### config.mk
export PLATFORM = sky130hd
export DESIGN_NAME = bram_cycle_ctrl_flat
export DESIGN_NICKNAME = d
export VERILOG_FILES = /design/src/rtl/bram_cycle_ctrl_if.sv /design/src/rtl/bram_cycle_ctrl.sv /design/src/flat_wrapper.sv
export SDC_FILE = /design/constraint.sdc
export NUM_CORES = 1
export LEC_CHECK = 0
export CORE_MARGIN = 2
export CORE_UTILIZATION = 32
export DETAILED_ROUTE_END_ITERATION = 7
export GPL_TIMING_DRIVEN = 0
export HOLD_SLACK_MARGIN = 0.03
export MAX_ROUTING_LAYER = met4
export PLACE_DENSITY_LB_ADDON = 0.15
export SYNTH_ARGS = -nofsm -noshare
export SYNTH_HDL_FRONTEND = slang
export SYNTH_SLANG_ARGS = --single-unit
### constraint.sdc
create_clock -name idclk -period 2.3 [get_ports idclk]
set_input_delay 0.46 -clock idclk [delete_from_list [all_inputs] [get_ports idclk]]
set_output_delay 0.46 -clock idclk [all_outputs]
set_load 0.05 [all_outputs]
### src/rtl/bram_cycle_ctrl_if.sv
// Bundle of BRAM strobes/buses, core memory requests and host (loader/debug)
// requests seen by the BRAM cycle controller.
interface bram_cycle_ctrl_if #(
    parameter int WORD_SIZE = 16,
    parameter int DADDR_W   = 3
);
    logic                 run;

    logic                 i1re;
    logic                 i2re;
    logic                 dre;
    logic                 gwe;
    logic                 dwe;
    logic [DADDR_W-1:0]   draddr;
    logic [DADDR_W-1:0]   dwaddr;
    logic [WORD_SIZE-1:0] din;
    logic [WORD_SIZE-1:0] dout;

    logic [DADDR_W-1:0]   core_draddr;
    logic [DADDR_W-1:0]   core_dwaddr;
    logic [WORD_SIZE-1:0] core_din;
    logic                 core_dwe;
    logic                 core_adv;

    logic                 host_req;
    logic                 host_we;
    logic [DADDR_W-1:0]   host_addr;
    logic [WORD_SIZE-1:0] host_wdata;
    logic                 host_ack;
    logic [WORD_SIZE-1:0] host_rdata;

    modport master (
        input  run, dout,
        input  core_draddr, core_dwaddr, core_din, core_dwe,
        input  host_req, host_we, host_addr, host_wdata,
        output i1re, i2re, dre, gwe, dwe, draddr, dwaddr, din,
        output core_adv, host_ack, host_rdata
    );

    modport slave (
        output run, dout,
        output core_draddr, core_dwaddr, core_din, core_dwe,
        output host_req, host_we, host_addr, host_wdata,
        input  i1re, i2re, dre, gwe, dwe, draddr, dwaddr, din,
        input  core_adv, host_ack, host_rdata
    );
endinterface

### src/rtl/bram_cycle_ctrl.sv
// Phase sequencer for the instruction/data BRAM: one strobe per idclk and
// whole-frame arbitration of the data port between the core and a host.
module bram_cycle_ctrl #(
    parameter int WORD_SIZE = 16,
    parameter int DADDR_W   = 3
) (
    input  logic               idclk,
    input  logic               rst,
    bram_cycle_ctrl_if.master  bus
);

    typedef enum logic [3:0] {
        IDLE,
        C_I1, C_I2, C_D, C_G,
        H_I1, H_I2, H_D, H_CAP,
        H_W
    } state_t;

    state_t               state;
    state_t               nxt;
    logic                 last_host;

    logic                 i1re_q;
    logic                 i2re_q;
    logic                 dre_q;
    logic                 gwe_q;
    logic                 core_adv_q;
    logic                 host_ack_q;
    logic [WORD_SIZE-1:0] host_rdata_q;

    logic [DADDR_W-1:0]   draddr_mux;
    logic [DADDR_W-1:0]   dwaddr_mux;
    logic [WORD_SIZE-1:0] din_mux;
    logic                 dwe_mux;

    // Frame-boundary arbitration; the host only wins over a pending core
    // frame if the previous frame was a core frame (alternation).
    function automatic state_t boundary(
        input logic pend,
        input logic we,
        input logic prev_host,
        input logic run_en
    );
        if (pend && (!prev_host || !run_en))
            return we ? H_W : H_I1;
        else if (run_en)
            return C_I1;
        else
            return IDLE;
    endfunction

    // The request being completed in H_CAP/H_W is not re-arbitrated there;
    // a req still high in the following ack cycle is seen as a new request.
    always_comb begin
        nxt = IDLE;
        unique case (state)
            IDLE:    nxt = boundary(bus.host_req, bus.host_we, last_host, bus.run);
            C_I1:    nxt = C_I2;
            C_I2:    nxt = C_D;
            C_D:     nxt = C_G;
            C_G:     nxt = boundary(bus.host_req, bus.host_we, last_host, bus.run);
            H_I1:    nxt = H_I2;
            H_I2:    nxt = H_D;
            H_D:     nxt = H_CAP;
            H_CAP:   nxt = boundary(1'b0, 1'b0, last_host, bus.run);
            H_W:     nxt = boundary(1'b0, 1'b0, last_host, bus.run);
            default: nxt = IDLE;
        endcase
    end

    always_ff @(posedge idclk) begin
        if (rst) begin
            state        <= IDLE;
            last_host    <= 1'b0;
            i1re_q       <= 1'b0;
            i2re_q       <= 1'b0;
            dre_q        <= 1'b0;
            gwe_q        <= 1'b0;
            core_adv_q   <= 1'b0;
            host_ack_q   <= 1'b0;
            host_rdata_q <= '0;
        end else begin
            state      <= nxt;
            i1re_q     <= (nxt == C_I1) || (nxt == H_I1);
            i2re_q     <= (nxt == C_I2) || (nxt == H_I2);
            dre_q      <= (nxt == C_D)  || (nxt == H_D);
            gwe_q      <= (nxt == C_G)  || (nxt == H_W);
            core_adv_q <= (nxt == C_G);
            host_ack_q <= (state == H_CAP) || (state == H_W);
            if (state == H_CAP)
                host_rdata_q <= bus.dout;
            if (nxt == C_I1)
                last_host <= 1'b0;
            else if ((nxt == H_I1) || (nxt == H_W))
                last_host <= 1'b1;
        end
    end

    // Data-port muxing follows the registered state, never the inputs' timing.
    always_comb begin
        draddr_mux = (state == H_D) ? bus.host_addr : bus.core_draddr;
        dwaddr_mux = (state == H_W) ? bus.host_addr : bus.core_dwaddr;
        din_mux    = (state == H_W) ? bus.host_wdata : bus.core_din;
        dwe_mux    = (state == H_W) || ((state == C_G) && bus.core_dwe);
    end

    assign bus.i1re       = i1re_q;
    assign bus.i2re       = i2re_q;
    assign bus.dre        = dre_q;
    assign bus.gwe        = gwe_q;
    assign bus.dwe        = dwe_mux;
    assign bus.draddr     = draddr_mux;
    assign bus.dwaddr     = dwaddr_mux;
    assign bus.din        = din_mux;
    assign bus.core_adv   = core_adv_q;
    assign bus.host_ack   = host_ack_q;
    assign bus.host_rdata = host_rdata_q;

endmodule

### src/flat_wrapper.sv
// flat-port wrapper written by rule: the top's interface ports become plain ports
module bram_cycle_ctrl_flat 
#(
    parameter int WORD_SIZE = 16,
    parameter int DADDR_W   = 3
)
  (idclk, rst, bus_run, bus_dout, bus_core_draddr, bus_core_dwaddr, bus_core_din, bus_core_dwe, bus_host_req, bus_host_we, bus_host_addr, bus_host_wdata, bus_i1re, bus_i2re, bus_dre, bus_gwe, bus_dwe, bus_draddr, bus_dwaddr, bus_din, bus_core_adv, bus_host_ack, bus_host_rdata);
  bram_cycle_ctrl_if #(.WORD_SIZE(WORD_SIZE), .DADDR_W(DADDR_W)) bus_i ();
  input  logic idclk;
  input  logic rst;
  input wire logic [$bits(bus_i.run)-1:0] bus_run;
  input wire logic [$bits(bus_i.dout)-1:0] bus_dout;
  input wire logic [$bits(bus_i.core_draddr)-1:0] bus_core_draddr;
  input wire logic [$bits(bus_i.core_dwaddr)-1:0] bus_core_dwaddr;
  input wire logic [$bits(bus_i.core_din)-1:0] bus_core_din;
  input wire logic [$bits(bus_i.core_dwe)-1:0] bus_core_dwe;
  input wire logic [$bits(bus_i.host_req)-1:0] bus_host_req;
  input wire logic [$bits(bus_i.host_we)-1:0] bus_host_we;
  input wire logic [$bits(bus_i.host_addr)-1:0] bus_host_addr;
  input wire logic [$bits(bus_i.host_wdata)-1:0] bus_host_wdata;
  output wire logic [$bits(bus_i.i1re)-1:0] bus_i1re;
  output wire logic [$bits(bus_i.i2re)-1:0] bus_i2re;
  output wire logic [$bits(bus_i.dre)-1:0] bus_dre;
  output wire logic [$bits(bus_i.gwe)-1:0] bus_gwe;
  output wire logic [$bits(bus_i.dwe)-1:0] bus_dwe;
  output wire logic [$bits(bus_i.draddr)-1:0] bus_draddr;
  output wire logic [$bits(bus_i.dwaddr)-1:0] bus_dwaddr;
  output wire logic [$bits(bus_i.din)-1:0] bus_din;
  output wire logic [$bits(bus_i.core_adv)-1:0] bus_core_adv;
  output wire logic [$bits(bus_i.host_ack)-1:0] bus_host_ack;
  output wire logic [$bits(bus_i.host_rdata)-1:0] bus_host_rdata;
  assign bus_i.run = bus_run;
  assign bus_i.dout = bus_dout;
  assign bus_i.core_draddr = bus_core_draddr;
  assign bus_i.core_dwaddr = bus_core_dwaddr;
  assign bus_i.core_din = bus_core_din;
  assign bus_i.core_dwe = bus_core_dwe;
  assign bus_i.host_req = bus_host_req;
  assign bus_i.host_we = bus_host_we;
  assign bus_i.host_addr = bus_host_addr;
  assign bus_i.host_wdata = bus_host_wdata;
  assign bus_i1re = bus_i.i1re;
  assign bus_i2re = bus_i.i2re;
  assign bus_dre = bus_i.dre;
  assign bus_gwe = bus_i.gwe;
  assign bus_dwe = bus_i.dwe;
  assign bus_draddr = bus_i.draddr;
  assign bus_dwaddr = bus_i.dwaddr;
  assign bus_din = bus_i.din;
  assign bus_core_adv = bus_i.core_adv;
  assign bus_host_ack = bus_i.host_ack;
  assign bus_host_rdata = bus_i.host_rdata;
  bram_cycle_ctrl #(.WORD_SIZE(WORD_SIZE), .DADDR_W(DADDR_W)) u_core (.idclk(idclk), .rst(rst), .bus(bus_i));
endmodule
==> out/metrics.cfg, run 1 <==
[power]
combPwrFrac_pct=38.4
clock_power_share_pct=21.7
swShare_pct=35.0
seqPwrFrac_pct=39.9
ir_drop_mv=0.426
p_sw_uw=455
power_uw=1300
power_leakage_uw=0.000932
power_density_nw_per_um2=521
internal-power_uw=844

[global_routing]
grt_pass1_wl_um=6010
grt_antenna_before_repair=0
grt_pass1_vias=1310
grt_usage_pct=17.6
grt-ovfl-total=0
grt_max_degree=17

[final_layout]
areaGrowthSynthToFinish_pct=89.5
multi_input_comb_area_um2=721
drive_above_1_share_pct=24.9
fin_nets=329
fill_cells=370
final_area_um2=2490
final_common_cell=clkdlybuf4s50_1
layout_common_cells=clkdlybuf4s50_1 (84), nand2_1 (39), a21oi_1 (24), dfxtp_1 (24), mux2_2 (20)
antenna_cells=0
area.sequential_um2=547

[sta]
timing.final.crit_share_pct=96.6
fmax_ghz=0.450
max_slew_margin_pct=65.4
period_minus_slack_ps=2220
hold_violations=0
slew_viol_final=0
rsz0062_at_grt=yes
fin_skew_ps=6.23
fin_ws_ps=77.3
setup_violations=0
tightest_slew_ps=518
fin_hold_ws_ps=459

[status]
status=finished, final reports clean

[critical_path]
worstPathMaxFanout=9
cp.required_ps=1840
criticalPathCategory=reg2out
end_kind=output port
crit_path_start_kind=flip-flop
cp.arrival_ps=1760

[logic_synthesis]
syn-instance-count=151
ys_seq_area_share_pct=41.1
synthArstFlopShare_pct=0
synth_cell_types=29
netlist_area_um2=1320
synth_flop_cell=dfxtp_1
avgSynthCellArea_um2=8.71
synth_fp_nets=214
synth_edf_count=0
ys_warn_count=0
yosys_register_bits=27

[drt]
firstDrtPassIters=4
routed_wirelength_um=4060
postRouteAntennaNets=0
vias=1418
drt-vias-per-instance=4.50
drc=0
wl_per_cell_um=12.9
drtIter0Drc=54

[floorplan]
core_area_um2=3970
dieArea_um2=4640
start_util_pct=33.1
ios=108
fp-row-count=23
die_height_um=68.1
die_x_um=68.1

[clocking]
cts_tree=done
clk_path_buf_depth=2
cts-root-buf=clkbuf_8
cts_inserted_buffers=3
cts_num_sinks=27
cts.htree.levels=1
clk_pin_slew_worst_paths_ps=100
worstSkewPairLatency_ps=280
ctsHoldBuffers=0

[hold_path]
min_path_type=reg2reg

[placement]
post-dp-hpwl_um=3300
place_ws_ps=-394
placed_area_um2=2450
io_buffer_count=107
gp_congestion=0.802

[flow_run]
maxCapViolations=0

-- routing by layer --
metal  vias to the layer above  wire length (um)  GRT usage (%)  share of wire (%)
met2                        45              2030           28.4                 50
met4                         0                17           3.75               0.42
met5                         -                 0              -                  0
met1                       632              1700           21.7                 42
met3                         2               314           5.43                7.7
li1                        739                 -              -                  -
-- cells in the mapped netlist, drive strengths merged (7+ instances only) --
library cell	number	area, um^2
dfxtp	27	541
nand2	40	153
buf	7	46.3
mux2	22	248
a21oi	24	120
nor2	9	41.3
-- through the flow --
| step | cells | setup TNS, ps | util [%] |
|---|---|---|---|
| 2_1_floorplan | 151 | 0 | - |
| 3_3_place_gp | 308 | -6290 | 61.7 |
| 3_5_place_dp | 308 | -5950 | 61.7 |
| 4_1_cts | 316 | -13.9 | 62.8 |
| 5_1_grt | 315 | -4.95 | 62.8 |
| 6_report | 315 | 0 | 62.8 |
-- sequential cells by signal, indices dropped and copies added, names as in the netlist --
name,count
u_core.last_host,1
u_core.bus.host_ack,1
u_core.bus.gwe,1
u_core.bus.i1re,1
u_core.state,4
u_core.bus.core_adv,1
u_core.bus.i2re,1
u_core.bus.dre,1
u_core.bus.host_rdata,16
-- cell families (layout without fill, tap and decap cells) --
kind of cell | after synthesis | count (layout) | share of synthesized area, %
buffers and inverters | 10 | 124 | 4.38
AO/OA/AOI/OAI | 28 | 28 | 11.1
multiplexers | 22 | 22 | 18.8
AND/OR/NAND/NOR | 62 | 62 | 23.2
XOR/XNOR | 2 | 2 | 1.33
flip-flops | 27 | 27 | 41.1
-- power by group through the flow --
stage | registers (uW) | clock network [uW] | logic, uW
after floorplan | 581 | 0 | 240
final | 518 | 282 | 499
after detailed placement | 519 | 0 | 514
after global placement | 519 | 0 | 512
after CTS | 516 | 290 | 502
after global routing | 522 | 304 | 531
-- critical path, cell delays in order (launching register included) --
cell	delay [ps]
dfxtp_4	390
nor2b_4	120
nand2_2	80
nor2_4	120
buf_6	120
buf_6	110
buf_6	90
mux2_4	290
buf_8	150
-- path summary, 6_finish.rpt --
kind | slack, ps | start | cells past startpoint | end
worst min-delay path | 460 | u_core.bus.host_rdata[11] | 2 | u_core.bus.host_rdata[11]
worst max-delay path | 80 | u_core.state[2] | 8 | bus_dwaddr[0]
worst max register to register | 910 | u_core.state[1] | 6 | u_core.bus.host_rdata[3]
worst min register to register | 460 | u_core.bus.host_rdata[11] | 2 | u_core.bus.host_rdata[11]
-- cell type report --
class / instances / area share [%]
Clock buffer: 3 / 1.66
Buffer: 7 / 1.91
Sequential cell: 27 / 21.9
Clock inverter: 1 / 0.301
Tap cell: 50 / 2.51
Timing Repair Buffer: 112 / 42.6
Multi-Input combinational cell: 114 / 28.9
Inverter: 1 / 0.151
-- repair_timing --
action,4_1_cts,5_1_grt
resized for setup,130,5
hold endpoints to repair,0,0
endpoints found under the setup margin,23,22
pin swaps,2,1
setup buffers,5,0
No activity file was read; power rests on OpenSTA's default activity.
==> run 2: changes to the inputs <==
REMOVE_ABC_BUFFERS = 1   (was unset)
==> out/metrics.cfg, run 2 (synthesized netlist as in run 1, its figures left out) <==
[drt]
routed_wirelength_um=3820  ; -5.8%
drt-vias-per-instance=4.60  ; +2.3%
drc=0  ; unchanged
postRouteAntennaNets=0  ; unchanged
drtIter0Drc=79  ; +46%
vias=1404  ; -0.99%
firstDrtPassIters=4  ; unchanged
wl_per_cell_um=12.5  ; -2.8%

[clocking]
cts_num_sinks=27  ; unchanged
clk_pin_slew_worst_paths_ps=90  ; about the same
cts_tree=done
clk_path_buf_depth=2  ; unchanged
ctsHoldBuffers=0  ; unchanged
cts-root-buf=clkbuf_8
cts.htree.levels=1  ; unchanged
worstSkewPairLatency_ps=270  ; about the same
cts_inserted_buffers=3  ; unchanged

[sta]
max_slew_margin_pct=39.5  ; -26 points
hold_violations=0  ; unchanged
fin_ws_ps=77.8  ; +0.506 ps
slew_viol_final=0  ; unchanged
timing.final.crit_share_pct=96.6  ; about the same
rsz0062_at_grt=yes
setup_violations=0  ; unchanged
fin_hold_ws_ps=458  ; -1.18 ps
tightest_slew_ps=905  ; +388 ps
fin_skew_ps=1.67  ; -4.56 ps
fmax_ghz=0.450  ; about the same
period_minus_slack_ps=2220  ; -0.506 ps
tns_ps=0  ; unchanged

[placement]
io_buffer_count=107  ; unchanged
gp_congestion=0.804  ; +0.24%
place_inst=299  ; -2.9%
post-dp-hpwl_um=2990  ; -9.3%
place_ws_ps=-491  ; -97.0 ps

[final_layout]
antenna_cells=0  ; unchanged
areaGrowthSynthToFinish_pct=83.5
largest_register_ff_count=16  ; unchanged
fin_nets=319  ; -3.0%
final_common_cell=clkdlybuf4s50_1
fin_cells=305  ; -3.2%
layout_common_cells=clkdlybuf4s50_1 (84), nand2_1 (39), a21oi_1 (24)
fill_cells=379  ; +2.4%
drive_above_1_share_pct=23.1  ; -1.8 points
utilization_pct=60.8  ; -2.0 points

[floorplan]
start_util_pct=33.1  ; unchanged
core_area_um2=3970  ; unchanged
die_x_um=68.1  ; unchanged
ios=108  ; unchanged
fp-row-count=23  ; unchanged
dieArea_um2=4640  ; unchanged
die_height_um=68.1  ; unchanged

[status]
status=finished, final reports clean

[global_routing]
grt_max_degree=25  ; +8
grt_pass1_wl_um=5620  ; -6.5%
grt_pass1_vias=1333  ; +1.8%
grt-ovfl-total=0  ; unchanged
grt_antenna_before_repair=0  ; unchanged
grt_usage_pct=16.7  ; -0.89 points

[critical_path]
crit_path_start=u_core.state[3]
cp.arrival_ps=1760  ; about the same
cp.required_ps=1840  ; about the same
criticalPathCategory=reg2out
end_kind=output port
r2r_start=u_core.state[2]
crit_path_start_kind=flip-flop
worstPathMaxFanout=19  ; +10

[power]
ir_drop_mv=0.217  ; -49%
power_density_nw_per_um2=525  ; +0.72%
power_leakage_uw=0.000888  ; -4.7%

[hold_path]
hold_start=u_core.bus.host_rdata[6]
min_path_type=reg2reg

[flow_run]
maxCapViolations=0  ; unchanged

[run 2: cell count changes in the layout (fill, tap and decap cells not counted), moves of 2 or more]
cell,change
buf_2,-6
buf_6,-6
buf_4,+4
clkbuf_1,-2
clkdlybuf4s15_2,+2
[run 2: report_power, final]
| part | switching [uW] | leakage [uW] | internal [uW] | total, uW |
|---|---|---|---|---|
| sequential | 36.4 | 0.000221 | 498 | 535 |
| combinational | 252 | 0.000641 | 209 | 462 |
| clock | 149 | 0.0000255 | 121 | 271 |
[run 2: layout make-up]
type                            count  area, um^2  area share (%)
Multi-Input combinational cell    114         717            29.7
Sequential cell                    27         551            22.8
Clock inverter                      1        5.00           0.207
Inverter                            1        3.75           0.156
Tap cell                           50        62.6            2.59
Clock buffer                        3        41.3            1.71
Timing Repair Buffer              109        1030            42.8
[run 2: critical path, stage by stage, from the launching register on]
cell     delay (ps)
dfxtp_4         400
nor2b_4         160
nand2_2          80
nor2_4          140
buf_12          160
mux2_2          340
buf_2           210
[run 2: worst paths after layout]
path / endpoint / slack [ps] / cells after the start
worst max-delay path: bus_din[11] / 80 / 6
worst min-delay path: u_core.bus.host_rdata[6] / 460 / 2
worst max register to register: u_core.bus.host_rdata[4] / 870 / 4
worst min register to register: u_core.bus.host_rdata[6] / 460 / 2
[run 2: layer usage]
layer  wire (um)  share of wire [%]  vias up  track usage [%]
met5           0                  0        -                -
met4          51                1.3        0             6.75
met3         431                 11        7             5.92
met2        1840                 48       71             27.3
met1        1500                 39      611             18.5
li1            -                  -      715                -
[run 2: metrics by stage]
step,instance area (um^2),power (uW)
3_3_place_gp,2390,1020
4_1_cts,2380,1270
6_report,2410,1270
5_1_grt,2410,1330
3_5_place_dp,2390,1020
2_1_floorplan,1260,805
[run 2: timing repair]
| action | CTS | global route |
|---|---|---|
| endpoints found under the hold margin | 0 | 0 |
| gates resized for setup | 107 | 26 |
| endpoints found under the setup margin | 23 | 22 |
| cloned | 0 | 0 |
| pin swaps | 1 | 0 |
| buffers inserted | 1 | 1 |
